<file path="config.mk">
export PLATFORM = sky130hd
export DESIGN_NAME = mips32_fetch
export DESIGN_NICKNAME = d
export VERILOG_FILES = /design/src/rtl/mips32_pkg.sv /design/src/rtl/mips32_fetch_buffer.sv /design/src/rtl/mips32_fetch.sv
export SDC_FILE = /design/constraint.sdc
export NUM_CORES = 1
export LEC_CHECK = 0
export CAP_MARGIN = 20
export CORE_MARGIN = 3
export CORE_UTILIZATION = 53
export CTS_BUF_LIST = sky130_fd_sc_hd__clkbuf_4 sky130_fd_sc_hd__clkbuf_8 sky130_fd_sc_hd__clkbuf_16
export DETAILED_ROUTE_END_ITERATION = 16
export MAX_ROUTING_LAYER = met4
export PLACE_DENSITY = 0.81
export SLEW_MARGIN = 30
export SYNTH_ARGS = -nofsm -noshare
export SYNTH_HDL_FRONTEND = slang
export SYNTH_SLANG_ARGS = --single-unit
export TNS_END_PERCENT = 50
</file>
<file path="constraint.sdc">
create_clock -name clk -period 8.6 [get_ports clk]
set_input_delay 1.72 -clock clk [delete_from_list [all_inputs] [get_ports clk]]
set_output_delay 1.72 -clock clk [all_outputs]
set_load 0.05 [all_outputs]
</file>
<file path="src/rtl/mips32_pkg.sv">
// Shared definitions for the MIPS32 instruction-fetch slice.
package mips32_pkg;

  localparam int          INSTR_W          = 32;
  localparam logic [31:0] PC_RESET_DEFAULT = 32'h0000_0000;

  // FETCH: request outstanding; IDLE: buffer full, no request;
  // DISCARD: request outstanding whose response belongs to a flushed stream.
  typedef enum logic [1:0] {
    ST_FETCH   = 2'd0,
    ST_IDLE    = 2'd1,
    ST_DISCARD = 2'd2
  } fetch_state_e;

  // Fetch addresses are word addresses; the low two bits are forced to zero.
  function automatic logic [31:0] word_align(input logic [31:0] addr);
    return addr & 32'hFFFF_FFFC;
  endfunction

endpackage

</file>
<file path="src/rtl/mips32_fetch_buffer.sv">
// Two-entry {pc, instruction} FIFO between the fetch FSM and the datapath.
// flush wins over push and pop; a push while full is ignored.
module mips32_fetch_buffer
  import mips32_pkg::*;
(
  input  logic               clk,
  input  logic               reset,
  input  logic               push,
  input  logic               pop,
  input  logic               flush,
  input  logic [31:0]        push_pc,
  input  logic [INSTR_W-1:0] push_instr,
  output logic [31:0]        head_pc,
  output logic [INSTR_W-1:0] head_instr,
  output logic [1:0]         count,
  output logic               empty,
  output logic               full
);

  logic [31:0]        pc_mem    [2];
  logic [INSTR_W-1:0] instr_mem [2];
  logic               wr_ptr;
  logic               rd_ptr;
  logic               do_push;
  logic               do_pop;

  assign empty   = (count == 2'd0);
  assign full    = (count == 2'd2);
  assign do_push = push & ~full;
  assign do_pop  = pop & ~empty;

  // Pointer and occupancy update; flush empties the buffer in one edge.
  always_ff @(posedge clk) begin
    if (reset || flush) begin
      wr_ptr <= 1'b0;
      rd_ptr <= 1'b0;
      count  <= 2'd0;
    end else begin
      if (do_push) wr_ptr <= ~wr_ptr;
      if (do_pop)  rd_ptr <= ~rd_ptr;
      count <= count + {1'b0, do_push} - {1'b0, do_pop};
    end
  end

  // Entry storage; contents only matter while counted as occupied.
  always_ff @(posedge clk) begin
    if (do_push && !flush && !reset) begin
      pc_mem[wr_ptr]    <= push_pc;
      instr_mem[wr_ptr] <= push_instr;
    end
  end

  // Head view reads zero when nothing is buffered.
  always_comb begin
    head_pc    = '0;
    head_instr = '0;
    if (!empty) begin
      head_pc    = pc_mem[rd_ptr];
      head_instr = instr_mem[rd_ptr];
    end
  end

endmodule

</file>
<file path="src/rtl/mips32_fetch.sv">
// Instruction-fetch front end: issues word fetches to instruction memory,
// buffers up to two instructions and handles redirects, including the
// case where a memory response is still owed for a flushed stream.
//
// Handshakes: imem_req/imem_ack -- imem_addr is held while imem_req=1 until
// imem_ack is sampled high, rdata valid with ack. instr_valid/instr_ready --
// an instruction transfers on any edge where both are 1; instr_valid never
// depends on instr_ready.
module mips32_fetch
  import mips32_pkg::*;
#(
  parameter logic [31:0] PC_RESET  = PC_RESET_DEFAULT,
  parameter int          BUF_DEPTH = 2
) (
  input  logic               clk,
  input  logic               reset,
  output logic               imem_req,
  output logic [31:0]        imem_addr,
  input  logic               imem_ack,
  input  logic [INSTR_W-1:0] imem_rdata,
  input  logic               redirect,
  input  logic [31:0]        redirect_pc,
  output logic               instr_valid,
  input  logic               instr_ready,
  output logic [INSTR_W-1:0] instruction,
  output logic [31:0]        instr_pc,
  output fetch_state_e       state_dbg,
  output logic [1:0]         count_dbg
);

  localparam logic [1:0] FULL_COUNT = 2'(BUF_DEPTH);

  fetch_state_e state_q, state_d;
  logic [31:0]  fetch_addr_q, fetch_addr_d;
  logic [31:0]  pc_q, pc_d;
  logic [31:0]  new_pc;
  logic         push;
  logic         pop;
  logic         buf_empty;
  logic         buf_full;
  logic [1:0]   count;
  logic [1:0]   count_after;

  assign new_pc      = word_align(redirect_pc);
  assign pop         = instr_valid & instr_ready;
  assign push        = (state_q == ST_FETCH) & imem_ack & ~redirect & ~buf_full;
  assign count_after = count + {1'b0, push} - {1'b0, pop};

  assign imem_req    = (state_q != ST_IDLE);
  assign imem_addr   = fetch_addr_q;
  assign instr_valid = ~buf_empty;
  assign state_dbg   = state_q;
  assign count_dbg   = count;

  mips32_fetch_buffer u_buffer (
    .clk        (clk),
    .reset      (reset),
    .push       (push),
    .pop        (pop),
    .flush      (redirect),
    .push_pc    (fetch_addr_q),
    .push_instr (imem_rdata),
    .head_pc    (instr_pc),
    .head_instr (instruction),
    .count      (count),
    .empty      (buf_empty),
    .full       (buf_full)
  );

  // State and address registers.
  always_ff @(posedge clk) begin
    if (reset) begin
      state_q      <= ST_FETCH;
      fetch_addr_q <= PC_RESET;
      pc_q         <= PC_RESET;
    end else begin
      state_q      <= state_d;
      fetch_addr_q <= fetch_addr_d;
      pc_q         <= pc_d;
    end
  end

  // Next-state and address selection; redirect takes priority everywhere.
  always_comb begin
    state_d      = state_q;
    fetch_addr_d = fetch_addr_q;
    pc_d         = pc_q;
    case (state_q)
      ST_FETCH: begin
        if (redirect) begin
          pc_d = new_pc;
          if (imem_ack) begin
            fetch_addr_d = new_pc;
          end else begin
            // Response still owed for the old address; drop it later.
            state_d = ST_DISCARD;
          end
        end else if (imem_ack) begin
          pc_d         = pc_q + 32'd4;
          fetch_addr_d = fetch_addr_q + 32'd4;
          state_d      = (count_after < FULL_COUNT) ? ST_FETCH : ST_IDLE;
        end
      end
      ST_IDLE: begin
        if (redirect) begin
          pc_d         = new_pc;
          fetch_addr_d = new_pc;
          state_d      = ST_FETCH;
        end else if (pop) begin
          fetch_addr_d = pc_q;
          state_d      = ST_FETCH;
        end
      end
      ST_DISCARD: begin
        if (redirect) begin
          pc_d = new_pc;
          if (imem_ack) begin
            fetch_addr_d = new_pc;
            state_d      = ST_FETCH;
          end
        end else if (imem_ack) begin
          fetch_addr_d = pc_q;
          state_d      = ST_FETCH;
        end
      end
      default: state_d = ST_FETCH;
    endcase
  end

endmodule

</file>
==> impl_results.md, run 1 <==
- Status: finished, final reports clean
- Adder-cell share of the synthesized area: 0.0116
- Buffers on Ports: 168
- Max-slew headroom: 0.334
- CP endpoint kind: output port
- Placed insts: roughly 1300
- Compound-Gate Fraction of Synth Area: 0.172
- Cells along the critical path: buf_16 > mux2i_1 > nor2_1 > clkdlybuf4s50_1
- Clock tree buffer depth: 2
- Post-synthesis mux area share: 0.0711
- Seq cells post-synth: roughly 200
- GRT Residual Overflow: 0
- Critical Path Start Type: register
- RSZ-0062 raised after global routing: false
- Total Nets Final: roughly 1100
- # DRC: 0
- Diode count: 0
- CTS tree: yes
- Starting Density: 0.552
- Via/cell ratio: 6.48
- Final setup fails: 0
- # hold bufs at CTS: 0
- Largest family of logic cells by synthesized area: compound AO/OA/AOI/OAI gates
- Max Clock Skew: roughly 0.013 ns
- Clock Latency Late Sink: around 0.44 ns
- XOR/XNOR share of the synthesized area: 0.00809
- Power Density: 193 mW/mm2
- Hold crit path type: reg2reg
- Crit Path Max Fanout: 38
- Synth area leaders: edfxtp_1 (39%), dfxtp_1 (14%), mux2i_1 (6.9%)
- Vias in the first global route: 7663
- ANT nets after route: 0
- Largest net degree at the start of global routing: 66
- Crit-path leading delay family: buffers and inverters
- Final Hold Fails: 0
- Die Span X: 142 um
- Total chip power: 2.35 mW
- Post-synth top flop: edfxtp_1
- Post-synth EDFFs: around 130
- Setup WS pre-CTS: 4.18 ns
- Setup Crit Path Kind: reg2out
- Worst Tran Pin Value: ~1.0 ns
- Slew Limit Fails: 0
- Clock H-tree levels: 4
- Fmax: 234 MHz
- Yosys Warn Count: 0
- 1st-iter DRT viols: 1180
- Final Non-Filler Cells: 1298
- Static leakage: 3.96 nW
- Post-synthesis simple-gate area fraction: 0.165
- All-Layer GR Usage: 0.275
- Area delta synth->final: 24.8%
- PnR worst setup slack: 4.32 ns
- Rows: 48
- GPL Wtd Cong: 0.944
- Commonest non-fill, non-tap cell in the layout: clkdlybuf4s50_1
- Total die area: 0.0201 mm2
- Sequential share of the synthesized area: 0.536
- Req. time, crit path: a little under 7 ns
- Global-route wire length before repair: approximately 43 mm
- Total number of vias: 8407
- WP buf/inv: 2
- Ports: around 170
- Syn Inst Count: 933
- Total CTS buffers: 17
- Avg Inst Size Synth: approximately 10 um2
- Fin Setup TNS: 0 ns
- First-pass iteration count of the detailed router: 9
- Worst-path clk slew: around 0.080 ns
- Final WL: approximately 27 mm
- Core area: 0.0177 mm2
- Fraction of layout cells with a size suffix above 1: 0.0643
- WL per Instance: 21.2 um
- Area leader, netlist: edfxtp_1
- Post-Syn Area: ~0.0097 mm2
- Crit-path slowest cell: clkdlybuf4s50_1
- Hpwl dp: 18.4 mm
- Crit path DAT: 2.56 ns
- Fin crit share: 0.497
- Post-route minimum period: about 4.3 ns
- Post-synth top area share: 0.394
- Post-CTS resize count: 0
- Max Cap Viol: 0
- Die H: ~140 um
- Ys async rst share: 0
- Num Clock Sinks: 197
- Initial antenna violation count: 0
- Syn nets: ~1000
- Most frequent cells in the layout: clkdlybuf4s50_1 (166), edfxtp_1 (128), nor2_1 (107), nand2_1 (70), dfxtp_1 (68)
- Worst VDD drop: ~0.15 mV
- Cell variety after synth: 80
- CP max stage delay: 0.83 ns
- Setup Fix Bufs, Post-CTS: 0
- Root Buffer: clkbuf_16
area by class of cell:
class | count | area, um2
Multi-Input combinational cell | 648 | 4200
Clock buffer | 17 | 425
Sequential cell | 197 | 5230
Timing Repair Buffer | 177 | 1760
Tap cell | 225 | 282
Inverter | 19 | 71.3
Clock inverter | 15 | 200
Fill cell | 1298 | 5490
final timing paths:
check | from | endpoint | slack (ns) | cells after the start
worst max-delay path | register | instruction[16] | 4.32 | 4
worst min-delay path | imem_addr[0] | u_buffer.pc_mem[1][0] | 0.50 | 0
worst max register to register | state_dbg[1] | imem_addr[21] | 5.42 | 7
worst min register to register | imem_addr[0] | u_buffer.pc_mem[1][0] | 0.50 | 0
registers in the layout, summed over array words and instances, names as in the netlist, named ones only:
name and count:
u_buffer.wr_ptr 1, u_buffer.rd_ptr 1, u_buffer.count 2, u_buffer.instr_mem 64, pc_q 30, u_buffer.pc_mem 64, imem_addr 32, state_dbg 2
through the flow:
step	hold slack, ns	area, um2	utilization
6_report	0.499	12200	0.689
5_1_grt	0.506	12200	0.689
4_1_cts	0.500	12200	0.689
3_5_place_dp	0.474	11500	0.653
3_3_place_gp	0.456	11500	0.651
2_1_floorplan	0.459	9750	-
power by group:
part | total [mW] | switching, mW | internal, mW
logic | 0.407 | 0.260 | 0.147
registers | 1.11 | 0.0604 | 1.05
clock network | 0.837 | 0.390 | 0.448
total | 2.35 | 0.710 | 1.64
cells by family after synthesis:
family                     after synthesis
DFF                                    197
xor gates and xnor gates                 9
muxes                                   69
AOI/OAI and AO/OA                      236
and+or+nand+nor                        325
adders and majority gates                9
buffers and inverters                   88
Yosys cell counts, types with 15 or more instances:
library cell  instances
o21ai_0              45
a31oi_1              15
nand4_1              15
a21oi_1              47
mux2i_1              67
nand2_1              70
nor2_1              109
nand3_1              33
clkbuf_1             44
nor3_1               26
inv_1                19
edfxtp_1            128
dfxtp_1              69
layer usage:
layer | wire length (um) | part of all wire | track usage
met1 | 11300 | 0.41 | 0.385
met2 | 12700 | 0.46 | 0.415
met3 | 2940 | 0.11 | 0.0475
met4 | 520 | 0.019 | 0.0813
met5 | 0 | 0 | -
No activity file was read; power rests on OpenSTA's default activity.
==> run 2, diff against run 1 <==
--- a/config.mk
+++ b/config.mk
@@ -7,11 +7,11 @@
 export LEC_CHECK = 0
 export CAP_MARGIN = 20
 export CORE_MARGIN = 3
-export CORE_UTILIZATION = 53
+export CORE_UTILIZATION = 48
 export CTS_BUF_LIST = sky130_fd_sc_hd__clkbuf_4 sky130_fd_sc_hd__clkbuf_8 sky130_fd_sc_hd__clkbuf_16
 export DETAILED_ROUTE_END_ITERATION = 16
 export MAX_ROUTING_LAYER = met4
-export PLACE_DENSITY = 0.81
+export PLACE_DENSITY = 0.78
 export SLEW_MARGIN = 30
 export SYNTH_ARGS = -nofsm -noshare
 export SYNTH_HDL_FRONTEND = slang
==> constraint.sdc (replaced) <==
create_clock -name clk -period 3.64 [get_ports clk]
set_input_delay 0.728 -clock clk [delete_from_list [all_inputs] [get_ports clk]]
set_output_delay 0.728 -clock clk [all_outputs]
set_load 0.05 [all_outputs]
==> run 2 against run 1 <==
Net effect: final area increased by 1.9%; clock power increased by 130%; worst setup slack got worse by 3.9 ns; non-clock buffer count increased by 23; wire length decreased by 1.6%; cell count increased by 4.9%; sequential share of layout area decreased by 0.80 points; register-to-register slack got worse by 4.7 ns.
==> impl_results.md, run 2 (synthesis gave the netlist of run 1 again) <==
- Setup Fix Bufs, Post-CTS: 0 (unchanged)
- GPL Wtd Cong: 0.975 (+3.2%)
- Hold Path Depth: 0 (unchanged)
- # hold bufs at CTS: 0 (unchanged)
- CTS tree: yes
- All-Layer GR Usage: 0.251 (-0.0244)
- Fin Setup TNS: 0 ns (unchanged)
- Core area: 0.0197 mm2 (+12%)
- WL per Instance: 19.9 um (-6.2%)
- Reg2Reg Depth: 9 (+2)
- Placed cell area: 0.0118 mm2 (+2.2%)
- RSZ-0062 raised after global routing: false
- Fraction of layout cells with a size suffix above 1: 0.0794 (+0.0151)
- Total chip power: 5.51 mW (+130%)
- Final WL: 27.0 mm (-1.6%)
- Clock tree buffer depth: 2 (unchanged)
- WP buf/inv: 2 (unchanged)
- First-pass iteration count of the detailed router: 6 (-3)
- Starting Density: 0.494 (-0.0577)
- Fin crit share: 0.884
- Max Cap Viol: 0 (unchanged)
- # DRC: 0 (unchanged)
- Crit Path Max Fanout: 41 (+7.9%)
- Final Cell Area: 0.0124 mm2 (+1.9%)
- Final setup fails: 0 (unchanged)
- Hold crit path type: reg2reg
- Root Buffer: clkbuf_16
- GRT Residual Overflow: 0 (unchanged)
- Max Clock Skew: 0.00935 ns (-0.00372 ns)
- Die H: 149 um (+4.9%)
- Cells along the critical path: nor2_4 > buf_12 > nor2_1 > clkdlybuf4s50_1
- Via/cell ratio: 6.18 (-4.5%)
- Static leakage: 4.07 nW (+2.7%)
- CP max stage delay: 0.74 ns (-0.09 ns)
- Worst Tran Pin Value: 0.777 ns (-0.222 ns)
- Total Nets Final: 1161 (+2.0%)
- Most frequent cells in the layout: clkdlybuf4s50_1 (167), edfxtp_1 (128), nor2_1 (108), nand2_1 (70), dfxtp_1 (68)
- Hold WS: 0.491 ns (-0.00809 ns)
- Max-slew headroom: 0.482 (+0.148)
- Worst VDD drop: 0.317 mV (+110%)
- Placed insts: 1329 (+5.0%)
- CP endpoint kind: output port
- Diode count: 0 (unchanged)
- Worst-path clk slew: 0.07 ns (about the same)
- Clock H-tree levels: 4 (unchanged)
- Fmax: 311 MHz
- Hpwl dp: 18.8 mm (+2.4%)
- Setup WS pre-CTS: 0.429 ns (-3.75 ns)
- Final Non-Filler Cells: 1361 (+4.9%)
- 1st-iter DRT viols: 1209 (+2.5%)
- Vias in the first global route: 7772 (+1.4%)
- Area delta synth->final: 27.1%
- Req. time, crit path: 2.91 ns (-3.97 ns)
- Crit-path leading delay family: buffers and inverters
- Fillcell total: 1571 (+21%)
- Post-route minimum period: 3.22 ns
- Final Hold Fails: 0 (unchanged)
- Num Clock Sinks: 197 (unchanged)
- Status: finished, final reports clean
- Critical Path Start Type: register
- Total CTS buffers: 17 (unchanged)
- Setup Crit Path Kind: reg2out
- Global-route wire length before repair: 43.0 mm (+0.19%)
- Total number of vias: 8417 (+0.12%)
- Die Span X: 149 um (+4.9%)
- Initial antenna violation count: 0 (unchanged)
- Total die area: 0.0221 mm2 (+10%)
- Clock Latency Late Sink: 0.43 ns (about the same)
- ANT nets after route: 0 (unchanged)
- Largest net degree at the start of global routing: 55 (-17%)
- Fin util: 0.629 (-0.0603)
- Crit path DAT: 2.49 ns (-0.07 ns)
- Commonest non-fill, non-tap cell in the layout: clkdlybuf4s50_1
- PnR worst setup slack: 0.421 ns (-3.90 ns)
- Post-CTS resize count: 0 (unchanged)
- Crit-path slowest cell: clkdlybuf4s50_1
- Critical path depth in cells: 4 (unchanged)
- Ports: 171 (unchanged)
- Power Density: 445 mW/mm2 (+130%)
- Buffers on Ports: 168 (unchanged)
- Rows: 51 (+6.3%)
- Slew Limit Fails: 0 (unchanged)
[run 2: changes by cell type in the layout (fill, tap and decap cells not counted), moves of 2 or more]
| cell | delta |
|---|---|
| buf_4 | +20 |
| buf_12 | +4 |
| inv_6 | +2 |
| inv_8 | -2 |
[run 2: path summary, 6_finish.rpt]
path / start / end / slack (ns)
setup / recovery: u_buffer.count[1] / instr_pc[16] / 0.42
hold / removal: imem_addr[1] / u_buffer.pc_mem[1][1] / 0.49
setup reg to reg: state_dbg[1] / pc_q[17] / 0.74
hold reg to reg: imem_addr[1] / u_buffer.pc_mem[1][1] / 0.49
[run 2: layout make-up]
| class | instances | area [um2] | area share |
|---|---|---|---|
| flip-flops and latches | 197 | 5230 | 0.422 |
| multi-input cells | 648 | 4190 | 0.338 |
| repair buffers | 200 | 1970 | 0.159 |
| clock buffers | 17 | 425 | 0.0343 |
| well taps | 265 | 332 | 0.0268 |
| clock inverters | 15 | 180 | 0.0145 |
| inverters | 19 | 71.3 | 0.00575 |
[run 2: per-layer routing]
layer | vias to the layer above | wire (um) | global-route usage
met1 | 3996 | 11100 | 0.336
li1 | 3895 | - | -
met5 | - | 0 | -
met4 | 0 | 535 | 0.0730
met3 | 44 | 2760 | 0.0555
met2 | 482 | 12600 | 0.385
[run 2: report_power, final]
part           internal (mW)  switching, mW
sequential              2.47          0.142
combinational          0.371          0.614
clock                  0.989          0.922
total                   3.84           1.68
